--- src/rtl/pdm_decimator.sv ---
`timescale 1ns/1ps
// -----------------------------------------------------------------------------
// pdm_decimator
//
// Recovers 16-bit unsigned PCM samples from the 1-bit delta-sigma stream of the
// dac block. The filter is a third-order CIC decimator that runs on the
// modulator clock and decimates by R = 2**DECIM_LOG2. With the default
// DECIM_LOG2 = 9, a 20.48 MHz clock gives 40 kHz samples.
//
// Ports
//   clk    : modulator clock. All state changes on the rising edge.
//   arst_n : asynchronous active-low reset. Clears every register.
//   din    : PDM bit, sampled every clk. 1 = +full scale, 0 = zero.
//   sync   : one-clk pulse. It clears the decimation phase on the next edge.
//            If it arrives on the tick cycle, that sample is dropped.
//   dout   : unsigned PCM sample. It holds its value between valid strobes.
//   valid  : one-clk strobe, high in the cycle where dout shows a new sample.
//   phase  : current decimation counter value (debug / alignment).
//
// Output protocol: this block has no handshake and no backpressure.
// - valid is a pure strobe, high for exactly one clk per sample.
// - dout changes only in the cycle where valid is high.
// - Any consumer must capture dout while valid is high.
// -----------------------------------------------------------------------------
module pdm_decimator #(
  parameter int DECIM_LOG2 = 9
) (
  input  logic                  clk,
  input  logic                  arst_n,
  input  logic                  din,
  input  logic                  sync,
  output logic [15:0]           dout,
  output logic                  valid,
  output logic [DECIM_LOG2-1:0] phase
);

  // CIC growth is 3*log2(R) bits. One extra bit holds the exact full-scale
  // value R**3.
  localparam int ACC_W = 3 * DECIM_LOG2 + 1;

  localparam logic [DECIM_LOG2-1:0] PHASE_LAST = '1;
  localparam logic [DECIM_LOG2-1:0] PHASE_ONE  = DECIM_LOG2'(1);

  // Integrators and comb delay registers. All arithmetic is modulo 2**ACC_W.
  // Integrator wrap-around is cancelled by the combs, so it is harmless.
  logic [ACC_W-1:0] i1, i2, i3;
  logic [ACC_W-1:0] d1, d2, d3;
  logic [ACC_W-1:0] c1, c2, c3;
  logic [ACC_W-1:0] din_ext;
  logic             tick;
  logic [15:0]      pcm;

  assign din_ext = {{(ACC_W-1){1'b0}}, din};

  // The last phase of a decimation period, unless sync is realigning it.
  assign tick = (phase == PHASE_LAST) && !sync;

  // Comb chain. It is evaluated every cycle but only registered on tick.
  always_comb begin
    c1 = i3 - d1;
    c2 = c1 - d2;
    c3 = c2 - d3;
  end

  // The comb output lies in 0..2**(ACC_W-1).
  // - The top bit is set only at exact full scale, so the output saturates.
  // - Otherwise the 16 bits below the top bit form the sample.
  // - Bits below the output LSB are truncated.
  always_comb begin
    if (c3[ACC_W-1]) begin
      pcm = 16'hFFFF;
    end else begin
      pcm = c3[ACC_W-2 -: 16];
    end
  end

  logic c3_unused_lsbs;
  assign c3_unused_lsbs = ^c3[ACC_W-18:0];

  // Integrators run every clk, independent of phase and sync.
  always_ff @(posedge clk or negedge arst_n) begin
    if (!arst_n) begin
      i1 <= '0;
      i2 <= '0;
      i3 <= '0;
    end else begin
      i1 <= i1 + din_ext;
      i2 <= i2 + i1;
      i3 <= i3 + i2;
    end
  end

  // Phase counter. It wraps naturally at R because its width is DECIM_LOG2.
  always_ff @(posedge clk or negedge arst_n) begin
    if (!arst_n) begin
      phase <= '0;
    end else if (sync) begin
      phase <= '0;
    end else begin
      phase <= phase + PHASE_ONE;
    end
  end

  // Comb delay registers and output register, updated once per period.
  always_ff @(posedge clk or negedge arst_n) begin
    if (!arst_n) begin
      d1    <= '0;
      d2    <= '0;
      d3    <= '0;
      dout  <= '0;
      valid <= 1'b0;
    end else begin
      valid <= tick;
      if (tick) begin
        d1   <= i3;
        d2   <= c1;
        d3   <= c2;
        dout <= pcm;
      end
    end
  end

endmodule

--- config.mk ---
export PLATFORM = sky130hd
export DESIGN_NAME = pdm_decimator
export DESIGN_NICKNAME = d
export VERILOG_FILES = /design/src/rtl/pdm_decimator.sv
export SDC_FILE = /design/constraint.sdc
export NUM_CORES = 1
export LEC_CHECK = 0
export CORE_ASPECT_RATIO = 0.9
export CORE_MARGIN = 2
export CORE_UTILIZATION = 45
export CTS_CLUSTER_SIZE = 40
export DETAILED_ROUTE_END_ITERATION = 6
export GPL_TIMING_DRIVEN = 0
export PLACE_DENSITY = 0.7
export SLEW_MARGIN = 20
export SYNTH_ARGS = -nofsm -noshare
export SYNTH_HDL_FRONTEND = slang
export SYNTH_SLANG_ARGS = --single-unit
--- constraint.sdc ---
create_clock -name clk -period 6.16 [get_ports clk]
set_clock_uncertainty 0.05 [all_clocks]
set_input_delay 1.54 -clock clk [delete_from_list [all_inputs] [get_ports clk]]
set_output_delay 1.54 -clock clk [all_outputs]
set_load 0.01 [all_outputs]
==> run summary <==
Outcome: finished, violations left
Violated checks: setup timing
VDD IR max: 188 µV
HPWL Detailed: 18,800 µm
Yosys top cell by area: dfrtp_1
Area Growth Syn to Fin: 15.1%
WP buf/inv: 4
Leak Pwr: 0.00732 µW
Setup violations, final: 15
Top Family by Delay on Critical Path: compound AO/OA/AOI/OAI gates
Chip Width: 181 µm
Worst Path Max Fanout: 5
RSZ-0062 raised after global routing: yes
# rows: 58
Final Hold Fails: 0
Fin Hold WS: 426 ps
Clock-pin slew on the worst setup and hold paths: 80 ps
Primary FF master, synth: dfrtp_1
Cell total after placement: 1,761
Layout cell share with drive strength beyond 1: 0.108
Clock Path Buffers: 2
Crit end category: flop
Min Tclk post-route: 6210 ps
Most used cell, CP: a21oi_2
Sequential-to-total area share from yosys stat: 0.381
Reg-to-reg slack, setup: -50 ps
Grt ovf: 0
Post-Syn Instances: 1,371
IO buf count: 28
Largest net degree at the start of global routing: 93
CP Launch Type: flop
Slowest stage delay, CP: 390 ps
Initial Utilization: 0.457
Final Slew Violations: 0
Post-Syn Area: 12,700 µm²
#FFs+latches synth: 194
Post-synth EDFFs: 0
Pre-antenna DRT Iters: 4
Final ANT Viol Nets: 0
Total GRT Usage: 0.174
Area share of the largest cell type after synthesis: 0.381
Hold EP: d3[0]
Count leader, synth: dfrtp_1
PD cells: 288 nW/µm²
Final TNS setup: -553 ps
Clk_lat worst skew: 440 ps
Reg2Reg Capture Point: dout[1]
Crit path max-delay cell type: dfrtp_1
Fmax: 161 MHz
Vias in the first global route: 9,252
Power, Total: 4220 µW
Relative slew slack: 0.496
CTS Hold Buffers Added: 0
Synth warn: 0
Max-Cap Viols: 0
Die Ht: 164 µm
# DRC: 0
Detailed Route Iter0 Violations: 561
Core area: 27,900 µm²
Routability Congestion: 0.874
Ports: 30
Clock sink count: 194
FFs w/ async S/R, synth: 1.00
Hold Path Stages: 2
NumNets Final: 1,594
Via Count: 9,595
Critical path class: flop to flop
FF-to-FF path depth: 31
RR Startpoint: i3[0]
Hold Path Origin: d3[0]
Full die area: 29,600 µm²
Main area contributors after synthesis: dfrtp_1, ha_1, xnor2_1, o21ai_0, nand2_1
Syn avg cell area: 9.28 µm²
Root Driver: clkbuf_16
Non-filler instance count after layout: 1,821
CTS Buf Count: 17
Top cells by count, synth: dfrtp_1, ha_1, nand2_1
Max H-tree Level: 4
Hold Crit Class: flop to flop
Synth cell types: 65
DR vias/cell: 5.27
Global-route wire length before repair: 42,800 µm
CTS tree: yes
WL/cell: 13.8 µm
CP arrival: 6530 ps
Worst-Margin Slew: 756 ps
Worst Path Required: 6480 ps
Syn nets: 1,517
Initial antenna violation count: 0
Number of diodes: 0
Fin crit share: 1.01
WL final: 25,000 µm
Final Worst Setup Slack: -52.1 ps
routing by layer:
layer / vias up / track usage / part of all wire
met5: - / 0 / 0
met4: 0 / 0.0488 / 0.015
met2: 102 / 0.299 / 0.47
met3: 21 / 0.0245 / 0.021
li1: 4979 / - / -
met1: 4493 / 0.230 / 0.49
timing repair:
item	CTS	global route
setup endpoints to repair	16	16
setup buffers	18	10
pin swaps	19	45
cloned	1	0
resized for setup	27	48
final cells by class:
class	count	area [µm²]
Inverter	118	443
Clock buffer	21	460
Sequential cell	194	4850
Tap cell	360	450
Fill cell	2489	13200
Buffer	26	111
Timing Repair Buffer	58	598
Clock inverter	11	95.1
Multi-Input combinational cell	1033	7640
placed cells by master (no fill, tap or decap), types with 10 or more instances in the layout:
master           count
clkdlybuf4s50_1     27
and3_1              15
inv_1              116
nand2b_1            15
a21oi_1             80
xor2_1              50
xnor2_1             89
a31oi_1             10
nor2b_1             13
ha_1               132
o21a_1              16
clkbuf_16           17
nor3_1              21
o21ai_0            112
mux2_2              13
nand3_1             25
nor2_1              78
clkbuf_1            22
buf_4               22
nand4_1             10
a21o_1              51
dfrtp_1            194
a31oi_2             12
o21bai_1            10
nand2_1            135
worst max-delay path by stage:
stage                 from       end  slack, ps  cells after the start
global placement    arst_n  phase[5]      -4560                      1
global route         i3[0]   dout[8]       -320                     28
finish               i3[0]   dout[1]        -50                     31
floorplan            i3[0]  dout[10]        160                     30
detailed placement   i3[0]  dout[11]       -760                     31
CTS                  i3[0]   dout[0]         50                     29
stage by stage:
stage / cell area (µm²) / utilization / setup slack (ps)
6_report: 14700 / 0.526 / -52.1
5_1_grt: 14700 / 0.526 / -324
4_1_cts: 14300 / 0.515 / 51.3
3_5_place_dp: 13500 / 0.485 / -764
3_3_place_gp: 13500 / 0.483 / -4560
2_1_floorplan: 12700 / - / 163
worst reg2reg max path: cells and delay by family (launching register included):
| kind | cells | cell delay, ps |
|---|---|---|
| xor+xnor | 2 | 460 |
| simple gates | 5 | 940 |
| compound gates | 16 | 2820 |
| buf+inv | 4 | 490 |
| fa+ha+maj | 4 | 1000 |
| flops | 1 | 390 |
sequential cells by signal, summed over array words and instances (netlist names):
| register | flops |
|---|---|
| d1 | 28 |
| d2 | 28 |
| d3 | 28 |
| i1 | 28 |
| i2 | 28 |
| i3 | 28 |
| dout | 16 |
| phase | 9 |
| valid | 1 |
where the power goes:
| part | total, µW | switching, µW | internal (µW) |
|---|---|---|---|
| clock network | 1060 | 507 | 548 |
| logic | 1650 | 920 | 729 |
| registers | 1510 | 113 | 1400 |
cell families after synthesis:
| kind of cell | Yosys count | synth area share |
|---|---|---|
| AOI/OAI and AO/OA | 376 | 0.191 |
| xor gates and xnor gates | 145 | 0.101 |
| adders and majority gates | 142 | 0.142 |
| buffers and inverters | 144 | 0.0433 |
| DFF | 194 | 0.381 |
| muxes | 14 | 0.0123 |
| and+or+nand+nor | 356 | 0.129 |
Note: power is estimated with default switching activity, not from simulation.
